File: src/rtl/mem_access_unit_pkg.sv
// Shared types, sizes and helpers for the memory-stage access unit.
package mem_access_unit_pkg;

  localparam int unsigned DATA_W    = 32;
  localparam int unsigned ADDR_W    = 10;
  localparam int unsigned OFFSET_W  = 16;
  localparam int unsigned DEST_W    = 5;
  localparam int unsigned RAM_DEPTH = 51;
  localparam int unsigned IO_ADDR   = 1023;

  typedef enum logic [1:0] {
    IDLE = 2'd0,
    ADDR = 2'd1,
    MEM  = 2'd2,
    RESP = 2'd3
  } accessStateT;

  // Request fields captured on accept and held for the whole access.
  typedef struct packed {
    logic                isStore;
    logic [DATA_W-1:0]   base;
    logic [OFFSET_W-1:0] offset;
    logic [DATA_W-1:0]   storeData;
    logic [DEST_W-1:0]   dest;
  } reqFieldsT;

  // Sign-extend the 16-bit immediate offset to the data width.
  function automatic logic [DATA_W-1:0] signExtend(input logic [OFFSET_W-1:0] value);
    return {{(DATA_W - OFFSET_W){value[OFFSET_W-1]}}, value};
  endfunction

endpackage

File: src/rtl/mem_access_unit_if.sv
// Execute-to-memory request/response bus.
interface mem_access_unit_if;
  import mem_access_unit_pkg::*;

  logic                req_valid;
  logic                req_ready;
  logic                req_is_store;
  logic [DATA_W-1:0]   req_base;
  logic [OFFSET_W-1:0] req_offset;
  logic [DATA_W-1:0]   req_store_data;
  logic [DEST_W-1:0]   req_dest;
  logic                resp_valid;
  logic                resp_is_store;
  logic [DATA_W-1:0]   resp_load_data;
  logic [DEST_W-1:0]   resp_dest;
  logic                resp_fault;

  modport master (
    output req_valid, req_is_store, req_base, req_offset, req_store_data, req_dest,
    input  req_ready, resp_valid, resp_is_store, resp_load_data, resp_dest, resp_fault
  );

  modport slave (
    input  req_valid, req_is_store, req_base, req_offset, req_store_data, req_dest,
    output req_ready, resp_valid, resp_is_store, resp_load_data, resp_dest, resp_fault
  );

endinterface

File: src/rtl/mem_access_unit_addr_check.sv
// Classifies a 32-bit effective address as RAM, the I/O word, or a fault.
module mem_addr_check
  import mem_access_unit_pkg::*;
(
  input  logic [DATA_W-1:0] ea,
  output logic              inRange,
  output logic              ioHit,
  output logic              fault
);

  // Full-width compares so high bits can never alias into a legal address.
  always_comb begin
    inRange = (ea < DATA_W'(RAM_DEPTH));
    ioHit   = (ea == DATA_W'(IO_ADDR));
    fault   = !inRange && !ioHit;
  end

endmodule

File: src/rtl/mem_access_unit.sv
// Memory-stage controller: one load/store at a time, IDLE->ADDR->MEM->RESP.
module mem_access_unit
  import mem_access_unit_pkg::*;
(
  input  logic              clock,
  input  logic              reset,
  mem_access_unit_if.slave  bus,
  output logic [ADDR_W-1:0] ram_address,
  output logic              ram_write_enable,
  output logic [DATA_W-1:0] ram_write_data,
  input  logic [DATA_W-1:0] ram_read_data,
  input  logic [DATA_W-1:0] io_in,
  output logic [DATA_W-1:0] io_out
);

  accessStateT       state;
  accessStateT       stateNext;
  reqFieldsT         req;
  logic [DATA_W-1:0] eaSum;
  logic              sumInRange;
  logic              sumIoHit;
  logic              sumFault;
  logic              inRange;
  logic              ioHit;
  logic              fault;
  logic              writeEnableReg;

  // Effective address, wrapping modulo 2^32.
  always_comb begin
    eaSum = req.base + signExtend(req.offset);
  end

  mem_addr_check addrCheck (
    .ea      (eaSum),
    .inRange (sumInRange),
    .ioHit   (sumIoHit),
    .fault   (sumFault)
  );

  // A reset landing on the MEM edge must suppress the RAM write.
  assign ram_write_enable = writeEnableReg && !reset;

  // State register.
  always_ff @(posedge clock) begin
    if (reset) begin
      state <= IDLE;
    end else begin
      state <= stateNext;
    end
  end

  // Next-state logic.
  always_comb begin
    stateNext = state;
    case (state)
      IDLE:    if (bus.req_valid) stateNext = ADDR;
      ADDR:    stateNext = MEM;
      MEM:     stateNext = RESP;
      RESP:    stateNext = IDLE;
      default: stateNext = IDLE;
    endcase
  end

  // Request capture, address classification, RAM/I/O drive and response.
  always_ff @(posedge clock) begin
    if (reset) begin
      req                <= '0;
      inRange            <= 1'b0;
      ioHit              <= 1'b0;
      fault              <= 1'b0;
      ram_address        <= '0;
      ram_write_data     <= '0;
      writeEnableReg     <= 1'b0;
      io_out             <= '0;
      bus.req_ready      <= 1'b1;
      bus.resp_valid     <= 1'b0;
      bus.resp_is_store  <= 1'b0;
      bus.resp_load_data <= '0;
      bus.resp_dest      <= '0;
      bus.resp_fault     <= 1'b0;
    end else begin
      bus.req_ready  <= (stateNext == IDLE);
      bus.resp_valid <= (stateNext == RESP);
      writeEnableReg <= 1'b0;
      case (state)
        IDLE: begin
          if (bus.req_valid) begin
            req.isStore   <= bus.req_is_store;
            req.base      <= bus.req_base;
            req.offset    <= bus.req_offset;
            req.storeData <= bus.req_store_data;
            req.dest      <= bus.req_dest;
          end
        end
        ADDR: begin
          inRange        <= sumInRange;
          ioHit          <= sumIoHit;
          fault          <= sumFault;
          ram_address    <= eaSum[ADDR_W-1:0];
          ram_write_data <= req.storeData;
          writeEnableReg <= req.isStore && sumInRange;
        end
        MEM: begin
          if (req.isStore && ioHit) begin
            io_out <= req.storeData;
          end
          bus.resp_is_store <= req.isStore;
          bus.resp_dest     <= req.dest;
          bus.resp_fault    <= fault;
          if (req.isStore) begin
            bus.resp_load_data <= '0;
          end else if (inRange) begin
            bus.resp_load_data <= ram_read_data;
          end else if (ioHit) begin
            bus.resp_load_data <= io_in;
          end else begin
            bus.resp_load_data <= '0;
          end
        end
        default: ;
      endcase
    end
  end

endmodule

File: src/flat_wrapper.sv
// flat-port wrapper written by rule: the top's interface ports become plain ports
module mem_access_unit_flat import mem_access_unit_pkg::*;
  (clock, reset, ram_address, ram_write_enable, ram_write_data, ram_read_data, io_in, io_out, bus_req_valid, bus_req_is_store, bus_req_base, bus_req_offset, bus_req_store_data, bus_req_dest, bus_req_ready, bus_resp_valid, bus_resp_is_store, bus_resp_load_data, bus_resp_dest, bus_resp_fault);
  mem_access_unit_if bus_i ();
  input  logic clock;
  input  logic reset;
  output logic [ADDR_W-1:0] ram_address;
  output logic ram_write_enable;
  output logic [DATA_W-1:0] ram_write_data;
  input  logic [DATA_W-1:0] ram_read_data;
  input  logic [DATA_W-1:0] io_in;
  output logic [DATA_W-1:0] io_out;
  input wire logic [$bits(bus_i.req_valid)-1:0] bus_req_valid;
  input wire logic [$bits(bus_i.req_is_store)-1:0] bus_req_is_store;
  input wire logic [$bits(bus_i.req_base)-1:0] bus_req_base;
  input wire logic [$bits(bus_i.req_offset)-1:0] bus_req_offset;
  input wire logic [$bits(bus_i.req_store_data)-1:0] bus_req_store_data;
  input wire logic [$bits(bus_i.req_dest)-1:0] bus_req_dest;
  output wire logic [$bits(bus_i.req_ready)-1:0] bus_req_ready;
  output wire logic [$bits(bus_i.resp_valid)-1:0] bus_resp_valid;
  output wire logic [$bits(bus_i.resp_is_store)-1:0] bus_resp_is_store;
  output wire logic [$bits(bus_i.resp_load_data)-1:0] bus_resp_load_data;
  output wire logic [$bits(bus_i.resp_dest)-1:0] bus_resp_dest;
  output wire logic [$bits(bus_i.resp_fault)-1:0] bus_resp_fault;
  assign bus_i.req_valid = bus_req_valid;
  assign bus_i.req_is_store = bus_req_is_store;
  assign bus_i.req_base = bus_req_base;
  assign bus_i.req_offset = bus_req_offset;
  assign bus_i.req_store_data = bus_req_store_data;
  assign bus_i.req_dest = bus_req_dest;
  assign bus_req_ready = bus_i.req_ready;
  assign bus_resp_valid = bus_i.resp_valid;
  assign bus_resp_is_store = bus_i.resp_is_store;
  assign bus_resp_load_data = bus_i.resp_load_data;
  assign bus_resp_dest = bus_i.resp_dest;
  assign bus_resp_fault = bus_i.resp_fault;
  mem_access_unit u_core (.clock(clock), .reset(reset), .bus(bus_i), .ram_address(ram_address), .ram_write_enable(ram_write_enable), .ram_write_data(ram_write_data), .ram_read_data(ram_read_data), .io_in(io_in), .io_out(io_out));
endmodule
File: config.mk
export PLATFORM = sky130hd
export DESIGN_NAME = mem_access_unit_flat
export DESIGN_NICKNAME = d
export VERILOG_FILES = /design/src/rtl/mem_access_unit_pkg.sv /design/src/rtl/mem_access_unit_if.sv /design/src/rtl/mem_access_unit_addr_check.sv /design/src/rtl/mem_access_unit.sv /design/src/flat_wrapper.sv
export SDC_FILE = /design/constraint.sdc
export NUM_CORES = 1
export LEC_CHECK = 0
export BUFFER_PORTS_ARGS = -buffer_cell sky130_fd_sc_hd__buf_2
export CAP_MARGIN = 0
export CORE_UTILIZATION = 40
export CTS_CLUSTER_DIAMETER = 100
export DETAILED_ROUTE_END_ITERATION = 10
export GPL_TIMING_DRIVEN = 0
export HOLD_SLACK_MARGIN = 0.12
export SLEW_MARGIN = 25
export SYNTH_ARGS = -nofsm -noshare
export SYNTH_HDL_FRONTEND = slang
export SYNTH_SLANG_ARGS = --single-unit
File: constraint.sdc
create_clock -name clock -period 7.5 [get_ports clock]
set_clock_uncertainty 0.2 [all_clocks]
set_input_delay 0.75 -clock clock [delete_from_list [all_inputs] [get_ports clock]]
set_output_delay 0.75 -clock clock [all_outputs]
set_load 0.005 [all_outputs]
==> results of run 1 <==
-- cell families after synthesis --
logic type	Yosys count	synth area share (%)
compound gates	329	20.9
fa+ha+maj	36	4.61
mux	50	5.04
simple gates	506	22.5
buf+inv	101	4.13
xor+xnor	13	1.15
flops	207	41.7
-- worst max-delay path by stage --
| stage | startpoint | to |
|---|---|---|
| floorplan | u_core.req[52] | u_core.writeEnableReg |
| finish | u_core.req[52] | u_core.writeEnableReg |
| detailed placement | u_core.req[52] | u_core.inRange |
| global route | u_core.req[52] | u_core.ioHit |
| global placement | u_core.req[52] | u_core.ioHit |
| CTS | u_core.req[52] | u_core.inRange |
-- where the power goes --
| part | total (uW) | leakage (uW) | internal, uW | switching [uW] |
|---|---|---|---|---|
| combinational | 1040 | 0.00335 | 382 | 662 |
| clock | 1190 | 0.000380 | 719 | 469 |
| sequential | 1300 | 0.00168 | 1220 | 81.0 |
| total | 3530 | 0.00541 | 2320 | 1210 |
-- worst register-to-register path, cell delays in order, from the launching register on --
cell,delay (ns)
dfxtp_1,0.87
ha_1,0.37
buf_2,0.18
a21oi_1,0.33
o211ai_1,0.12
a21boi_1,0.29
or2_2,0.19
nand3_1,0.08
nor4_1,0.41
o2111ai_1,0.23
a2111oi_2,0.39
and3_1,0.22
-- sequential cells by signal, indices dropped and copies added, names as in the netlist --
signal / count
u_core.bus.resp_dest: 5
u_core.bus.resp_fault: 1
u_core.ram_address: 10
u_core.inRange: 1
u_core.ram_write_data: 32
u_core.ioHit: 1
u_core.writeEnableReg: 1
u_core.io_out: 32
u_core.bus.resp_is_store: 1
u_core.bus.resp_valid: 1
u_core.req: 86
u_core.fault: 1
u_core.bus.resp_load_data: 32
u_core.state: 2
u_core.bus.req_ready: 1
-- through the flow --
stage                     instances  hold WS (ns)
after floorplan                1242         0.236
after global placement         1833         0.240
after detailed placement       1833         0.245
after CTS                      1877         0.234
after global routing           1877         0.253
final                          1877         0.254
-- layer usage --
layer | global-route usage (%) | wire [um] | vias up
li1 | - | - | 4909
met3 | 4.03 | 2030 | 55
met5 | 0 | 0 | -
met1 | 29.9 | 13500 | 4335
met4 | 8.44 | 991 | 0
met2 | 39.5 | 14000 | 325
-- layout by cell type (no fill, tap or decap), drive strengths merged, types with 11 or more instances in the layout --
| cell type | instances |
|---|---|
| nor2b | 40 |
| buf | 295 |
| a211oi | 11 |
| ha | 35 |
| a22o | 32 |
| a21oi | 190 |
| inv | 16 |
| mux2i | 50 |
| dfxtp | 207 |
| nand2 | 274 |
| a21o | 13 |
| nand3 | 17 |
| o21ai | 28 |
| clkbuf | 93 |
| nand4 | 15 |
| nor2 | 103 |
-- area by class of cell --
| cell class | instances | area share [%] |
|---|---|---|
| sequential | 207 | 33.2 |
| timing repair buffer | 267 | 10.7 |
| tap | 324 | 3.25 |
| clock buffer | 36 | 5.33 |
| clock inverter | 8 | 1.08 |
| buffer | 85 | 2.81 |
| multi-input combinational | 934 | 43.1 |
| inverter | 16 | 0.481 |
==> results.cfg, run 1 <==
[final_layout]
area.sequential_um2 = 4140
multiInputGateArea_um2 = 5390
fin_util_pct = 51.3
fin_area_um2 = 12500
area_growth_pct = 25.6
antenna_cells = 0
nets = 1724
n_fill_cell = 2463
layout-drive-gt1-share_pct = 21.5

[timing]
max_freq_mhz = 254
drv_slew = 0
slew_headroom_pct = 41.6
rsz0062_at_grt = no
finalCritPeriodShare_pct = 52.4
finalHoldViolations = 0
period_needed_ns = 3.93
tightest_slew_ns = 0.876
fin_ws_ns = 3.57
setup_viol = 0
setup_tns_ns = 0

[clock_tree]
insertion_delay_ns = 0.53
cts_max_level = 1
cts_buffers = 24
cts.sinks = 207
cts_setup_buffers = 0
clkTransAtPathRegs_ns = 0.06
cts_root_buf = clkbuf_16
clock_path_buffers = 3
hold_buffers = 0
tritoncts = done
cts_resized = 0

[floorplanning]
start_util_pct = 40.9
rows = 57
die_area_um2 = 25500
io_pins = 269
die_width_um = 160
die_h_um = 160
fp.coreArea_um2 = 24300

[hold_path]
hold_depth = 2
whs_endpoint = u_core.io_out[25]
hp-start = u_core.io_out[25]
worstHoldPathType = reg2reg

[power_and_ir_drop]
p_leak_uw = 0.00541
power_uw = 3530
peakVddDrop_mv = 0.161
power_density_nw_per_um2 = 283

[drt]
via_per_inst = 5.13
drtAntennaViolNets = 0
drt_first_pass_iters = 5
wl_um = 30500
wl_per_cell_um = 16.3
vias = 9624
drt_iter0_drc = 508
drc = 0

[grt]
grt_pass1_wl_um = 47900
antenna_found_initial = 0
grt_max_degree = 19
grt_pass1_vias = 9226
grt_usage_pct = 23.4
grt.overflow.total = 0

[placed_design]
dpl-instance-area_um2 = 11700
gp_congestion = 0.888
dp_slack_ns = 3.58
portBuffers = 267
dp_hpwl_um = 23300

[synth]
synth.avg_cell_area_um2 = 8.00
synth_edf_count = 0
synth_area_um2 = 9940
synth_most_common_cell = nand2_1
synth_area_leaders = dfxtp_1 42%, nand2_1 10%, a21oi_1 9.2%
yosysTopAreaCellShare_pct = 41.7
netlist.top_cell.by_area = dfxtp_1
ys_warn_count = 0
syn_nets = 1431
ys_seq_elements = 207
synth_cell_type_count = 68
syn_inst = 1242
synth_common_cells = 273 x nand2_1, 207 x dfxtp_1, 183 x a21oi_1
synthArstFlopShare_pct = 0
ys.flop_type = dfxtp_1
ys_seq_area_share_pct = 41.7

[setup_path]
reg2reg_to = u_core.writeEnableReg
slowest_stage = dfxtp_1
worst-r2r-setup-slack_ns = 3.57
cp.depth = 11
critPathKind = reg2reg
critical_path.top_delay_family = compound AO/OA/AOI/OAI gates
crit_buf_inv = 1
startpoint_type = flip-flop
crit_chain = ha_1 > buf_2 > a21oi_1 > o211ai_1 > a21boi_1 > or2_2 > nand3_1 > nor4_1 > o2111ai_1 > a2111oi_2 > and3_1
reg2reg_from = u_core.req[52]
crit_fanout = 18
rr_worst_depth = 11
end_kind = flip-flop
cpPeakStageDelay_ns = 0.87
required_ns = 7.77
crit_arrival_ns = 4.21

[flow_run]
cap_violations = 0

[status]
status = completed
Power figures use the tool's default switching activity.
==> run 2, diff against run 1 <==
ABC_AREA = 1   (was not set)
clock period = 4.1 ns   (was 7.5 ns; I/O delays follow)
==> run 2 against run 1 <==
  * Worst setup slack lost 2.6 ns
  * Hold slack lost 0.015 ns
  * Final cell count grew 26%
  * Core utilization grew 5.3 points
  * Maximum frequency grew 24%
  * Global-route usage grew 1.4 points
  * Synthesized area grew 3.3%
  * Register-to-register slack lost 2.6 ns
  * Synthesized cell count grew 27%
==> results.cfg, run 2 <==
[power_and_ir_drop]
peakVddDrop_mv = 0.369
p_seq_share_pct = 35.3
p_clk_share_pct = 25.9
switchingPower_uw = 3000
swShare_pct = 38.7
p_int_uw = 4740
p_leak_uw = 0.00719
power_density_nw_per_um2 = 543
pwr-share-comb_pct = 38.7

[timing]
rsz0062_at_grt = no
tightest_slew_ns = 0.815
max_freq_mhz = 316
finalHoldViolations = 0
drv_slew = 0
period_needed_ns = 3.16
slew_headroom_pct = 45.6
timing.hold.ws_ns = 0.240
setup_viol = 0
setup_tns_ns = 0
finalCritPeriodShare_pct = 77.1

[floorplanning]
io_pins = 269
die_area_um2 = 26300
die_width_um = 162
die_h_um = 162
fp.coreArea_um2 = 25200
start_util_pct = 40.8
rows = 58

[grt]
grt_usage_pct = 24.8
grt_max_degree = 19
grt_pass1_vias = 10500
antenna_found_initial = 0
grt.overflow.total = 0
grt_pass1_wl_um = 52200

[setup_path]
crit_arrival_ns = 3.38
slowest_stage = dfxtp_1
cp_common_cell = nand2_1
startpoint_type = flip-flop
crit_fanout = 18
end_kind = flip-flop
critical_path.top_delay_family = simple AND/OR/NAND/NOR gates
crit_buf_inv = 2
critPathKind = reg2reg
crit_chain = ha_1 > nand2_1 > inv_1 > nand2_1 > nand2_1 > inv_1 > nand2_1 > a21oi_1 > nand2_1 > nand2_1 > nand2_1 > nor2_1 > nand2_1 > nor2_2 > nand3_1 > nand2_1 > a21oi_1
required_ns = 4.32
cpPeakStageDelay_ns = 0.84

[synth]
synth_most_common_cell = nand2_1
synth_cell_type_count = 30
ys_seq_area_share_pct = 40.4
synth_area_leaders = dfxtp_1 40%, nand2_1 14%, nor2_1 11%
synth_area_um2 = 10300
ys_seq_elements = 207
ys_warn_count = 0
netlist.top_cell.by_area = dfxtp_1
synth.avg_cell_area_um2 = 6.51
synthArstFlopShare_pct = 0
synth_edf_count = 0
synth_common_cells = 385 x nand2_1, 300 x nor2_1, 207 x dfxtp_1
ys.flop_type = dfxtp_1
syn_nets = 1766
yosysTopAreaCellShare_pct = 40.4
syn_inst = 1577

[final_layout]
antenna_cells = 0
largest_reg_flops = 86
n_fill_cell = 2495
area_growth_pct = 38.8
largest-register = u_core.req
layout_commonest_cell = nand2_1
nets = 2209
final_cell_mix = 385 x nand2_1, 300 x nor2_1, 267 x buf_2
layout-drive-gt1-share_pct = 16.5

[drt]
drt_iter0_drc = 604
drc = 0
via_per_inst = 4.74
drt_first_pass_iters = 5
vias = 11200
wl_um = 33100
drtAntennaViolNets = 0
wl_per_cell_um = 14.0

[clock_tree]
cts_resized = 0
clkTransAtPathRegs_ns = 0.06
cts_buffers = 23
insertion_delay_ns = 0.53
tritoncts = done
cts_root_buf = clkbuf_16
cts_max_level = 1
clock_path_buffers = 3
cts.sinks = 207

[placed_design]
portBuffers = 267
dp_hpwl_um = 24900
gp_congestion = 0.900

[status]
status = completed

[flow_run]
cap_violations = 0

[hold_path]
worstHoldPathType = reg2reg
run 2: cell families (layout without fill, tap and decap cells):
logic type,count (synthesis),in the layout,synth area share [%]
xor gates and xnor gates,15,15,1.28
DFF,207,207,40.4
buffers and inverters,254,712,9.29
AOI/OAI and AO/OA,263,263,13.0
and+or+nand+nor,802,802,31.6
adders and majority gates,36,36,4.46
run 2: worst reg2reg max path: cells and delay by family, from the launching register on:
kind,cells,cell delay [ns]
AOI/OAI and AO/OA,2,0.24
DFF,1,0.84
and+or+nand+nor,12,1.20
buffers and inverters,2,0.10
adders and majority gates,1,0.46
run 2: stage by stage:
step	power (uW)	setup WS, ns	instances	cell area [um^2]	util, %
2_1_floorplan	4580	1.64	1577	10300	-
3_3_place_gp	5530	0.995	2174	12000	47.7
3_5_place_dp	5580	0.984	2174	12000	47.7
4_1_cts	7770	0.982	2365	14200	56.6
5_1_grt	8330	0.668	2365	14200	56.6
6_report	7740	0.940	2365	14200	56.6
run 2: final timing paths:
check / startpoint / end / slack, ns / cells after the start
setup / recovery: u_core.req[52] / u_core.fault / 0.94 / 17
hold / removal: u_core.io_out[22] / u_core.io_out[22] / 0.24 / 2
setup reg to reg: u_core.req[52] / u_core.fault / 0.94 / 17
hold reg to reg: u_core.io_out[22] / u_core.io_out[22] / 0.24 / 2
run 2: layer usage:
layer / wire, um / part of all wire [%] / global-route usage [%]
met2: 15300 / 46 / 43.3
met4: 692 / 2.1 / 6.43
met1: 15300 / 46 / 31.9
met3: 1790 / 5.4 / 3.52
met5: 0 / 0 / 0
run 2: power groups by stage:
| stage | Sequential (uW) | Combinational, uW | Clock, uW |
|---|---|---|---|
| after global routing | 2780 | 3410 | 2130 |
| after floorplan | 2720 | 1860 | 0 |
| final | 2730 | 3000 | 2010 |
| after CTS | 2730 | 2990 | 2050 |
| after detailed placement | 2770 | 2800 | 0 |
| after global placement | 2760 | 2770 | 0 |
run 2: repair_timing:
action	4_1_cts	5_1_grt
buffers inserted	0	0
hold buffers	151	0
hold endpoints to repair	120	0
run 2: layout make-up:
cell class | count | area (um^2) | area share, %
Buffer | 75 | 282 | 1.98
Clock buffer | 37 | 668 | 4.69
Clock inverter | 3 | 55.1 | 0.386
Inverter | 179 | 672 | 4.72
Multi-Input combinational cell | 1116 | 5170 | 36.3
Sequential cell | 207 | 4140 | 29.1
Tap cell | 330 | 413 | 2.90
Timing Repair Buffer | 418 | 2850 | 20.0
==> run 3, diff against run 2 <==
PLACE_DENSITY = 0.66   (was not set)
clock period = 2.7 ns   (was 4.1 ns; I/O delays follow)
==> run 3 against run 2 <==
  * Clock power up 49%
  * Sequential share of layout area down 1.2 points
  * Routed wire length up 5.0%
  * Final cell count up 0.47%
  * Flip-flop and latch count unchanged
  * Critical path depth up 1
  * Sequential power up 53%
  * Core utilization up 2.5 points
  * Clock-buffer cell count down 7
  * Register-to-register slack worse by 0.87 ns
  * Worst setup slack worse by 0.87 ns
==> results.cfg, run 3 (synthesis results as in run 2) <==
[status]
status = completed

[floorplanning]
die_area_um2 = 26300
fp.coreArea_um2 = 25200
start_util_pct = 40.8
io_pins = 269
die_h_um = 162
rows = 58
die_width_um = 162

[drt]
drtAntennaViolNets = 0
drt_first_pass_iters = 5
drt_iter0_drc = 616
wl_um = 34800
drc = 0
wl_per_cell_um = 14.6
via_per_inst = 4.91
vias = 11700

[setup_path]
critPathKind = reg2reg
crit_arrival_ns = 2.85
crit_fanout = 3
worst-r2r-setup-slack_ns = 0.07
startpoint_type = flip-flop
reg2reg_from = u_core.req[37]
reg2reg_to = u_core.fault
rr_worst_depth = 18
endpoint = u_core.fault
required_ns = 2.93
startpoint = u_core.req[37]
end_kind = flip-flop

[timing]
timing.hold.ws_ns = 0.190
slew_headroom_pct = 59.6
setup_tns_ns = 0
finalHoldViolations = 0
setup_viol = 0
max_freq_mhz = 381
tightest_slew_ns = 0.606
period_needed_ns = 2.63
finalCritPeriodShare_pct = 97.3
drv_slew = 0
rsz0062_at_grt = yes

[clock_tree]
tritoncts = done
cts_buffers = 23
cts_max_level = 1
clkTransAtPathRegs_ns = 0.06
cts_root_buf = clkbuf_16
clock_path_buffers = 3
insertion_delay_ns = 0.53
cts.sinks = 207

[final_layout]
final_cell_mix = 355 x nand2_1, 287 x nor2_1, 267 x buf_2
largest-register = u_core.req
layout-drive-gt1-share_pct = 21.8
layout_commonest_cell = nand2_1
nets = 2223
antenna_cells = 0
largest_reg_flops = 86
area_growth_pct = 45.0
n_fill_cell = 2313

[hold_path]
worstHoldPathType = in2reg
hp-start = reset

[power_and_ir_drop]
peakVddDrop_mv = 0.421
p_leak_uw = 0.00731
power_density_nw_per_um2 = 831

[grt]
grt.overflow.total = 0
grt_max_degree = 14
grt_usage_pct = 25.5
grt_pass1_wl_um = 53800
antenna_found_initial = 0
grt_pass1_vias = 11000

[placed_design]
dp_hpwl_um = 24600
portBuffers = 267
gp_congestion = 0.900

[flow_run]
cap_violations = 0
## run 3: cell types whose count changed in the layout (fill, tap and decap cells not counted), moves of 7 or more
cell,before,now
nand2_1,385,355
nand2_2,12,38
ha_1,35,11
ha_4,0,16
nor2_1,300,287
buf_4,0,12
clkbuf_1,81,73
ha_2,0,8
a21oi_1,90,83
nor2_4,1,8
## run 3: timing repair
item,CTS,global route
hold buffers,151,0
gates resized for setup,30,100
pin swaps,3,31
setup buffers,5,10
endpoints found under the setup margin,4,12
endpoints found under the hold margin,120,0
gates cloned,0,0
## run 3: worst min path at each step
stage / end / cells past startpoint
floorplan: u_core.req[1] / 2
global placement: u_core.io_out[29] / 2
detailed placement: u_core.io_out[27] / 2
CTS: u_core.bus.resp_load_data[23] / 3
global route: u_core.bus.resp_valid / 3
finish: u_core.bus.resp_valid / 3
## run 3: metal layers
layer  track usage (%)  share of wire [%]  vias up
met2              44.2                 46      442
met5                 0                  0        -
met1              31.6                 42     5298
met3              4.52                7.5       91
li1                  -                  -     5843
met4              9.13                3.8        0
## run 3: worst max-delay path, cell delays in order (launching register included)
cell     delay, ns
dfxtp_2       0.36
ha_4          0.14
inv_1         0.05
fa_2          0.39
inv_2         0.09
nand3_2       0.06
nand3_2       0.11
buf_4         0.13
nand2_1       0.06
nand3_2       0.10
nand2_2       0.06
nand3_1       0.08
nand2_1       0.08
nor2_1        0.10
nand2_1       0.09
nor2_4        0.17
nand3_4       0.12
nand2_1       0.07
a21oi_1       0.06
## run 3: metrics by stage
| step | cell area [um^2] | instances | utilization (%) | setup WS [ns] | total power [uW] |
|---|---|---|---|---|---|
| after floorplan | 10300 | 1577 | - | 0.243 | 6960 |
| final | 14900 | 2376 | 59.1 | 0.0720 | 12400 |
| after global routing | 14900 | 2376 | 59.1 | -0.0851 | 13200 |
| after global placement | 12000 | 2174 | 47.7 | -0.502 | 8360 |
| after CTS | 14400 | 2367 | 57.3 | 0.0130 | 11900 |
| after detailed placement | 12000 | 2174 | 47.7 | -0.533 | 8440 |
## run 3: area by class of cell
type                       count  area [um^2]  area share (%)
inverter                     179          672            4.52
multi-input combinational   1116         5670            38.1
buffer                        74          279            1.88
tap                          330          413            2.78
sequential                   207         4150            27.9
clock buffer                  30          632            4.25
clock inverter                 7         75.1           0.505
timing repair buffer         433         2990            20.1
## run 3: power breakdown
part	total (uW)	internal, uW	leakage (uW)	switching [uW]
Sequential	4190	3740	0.00170	448
Clock	3000	1740	0.000353	1260
Combinational	5170	2010	0.00526	3160
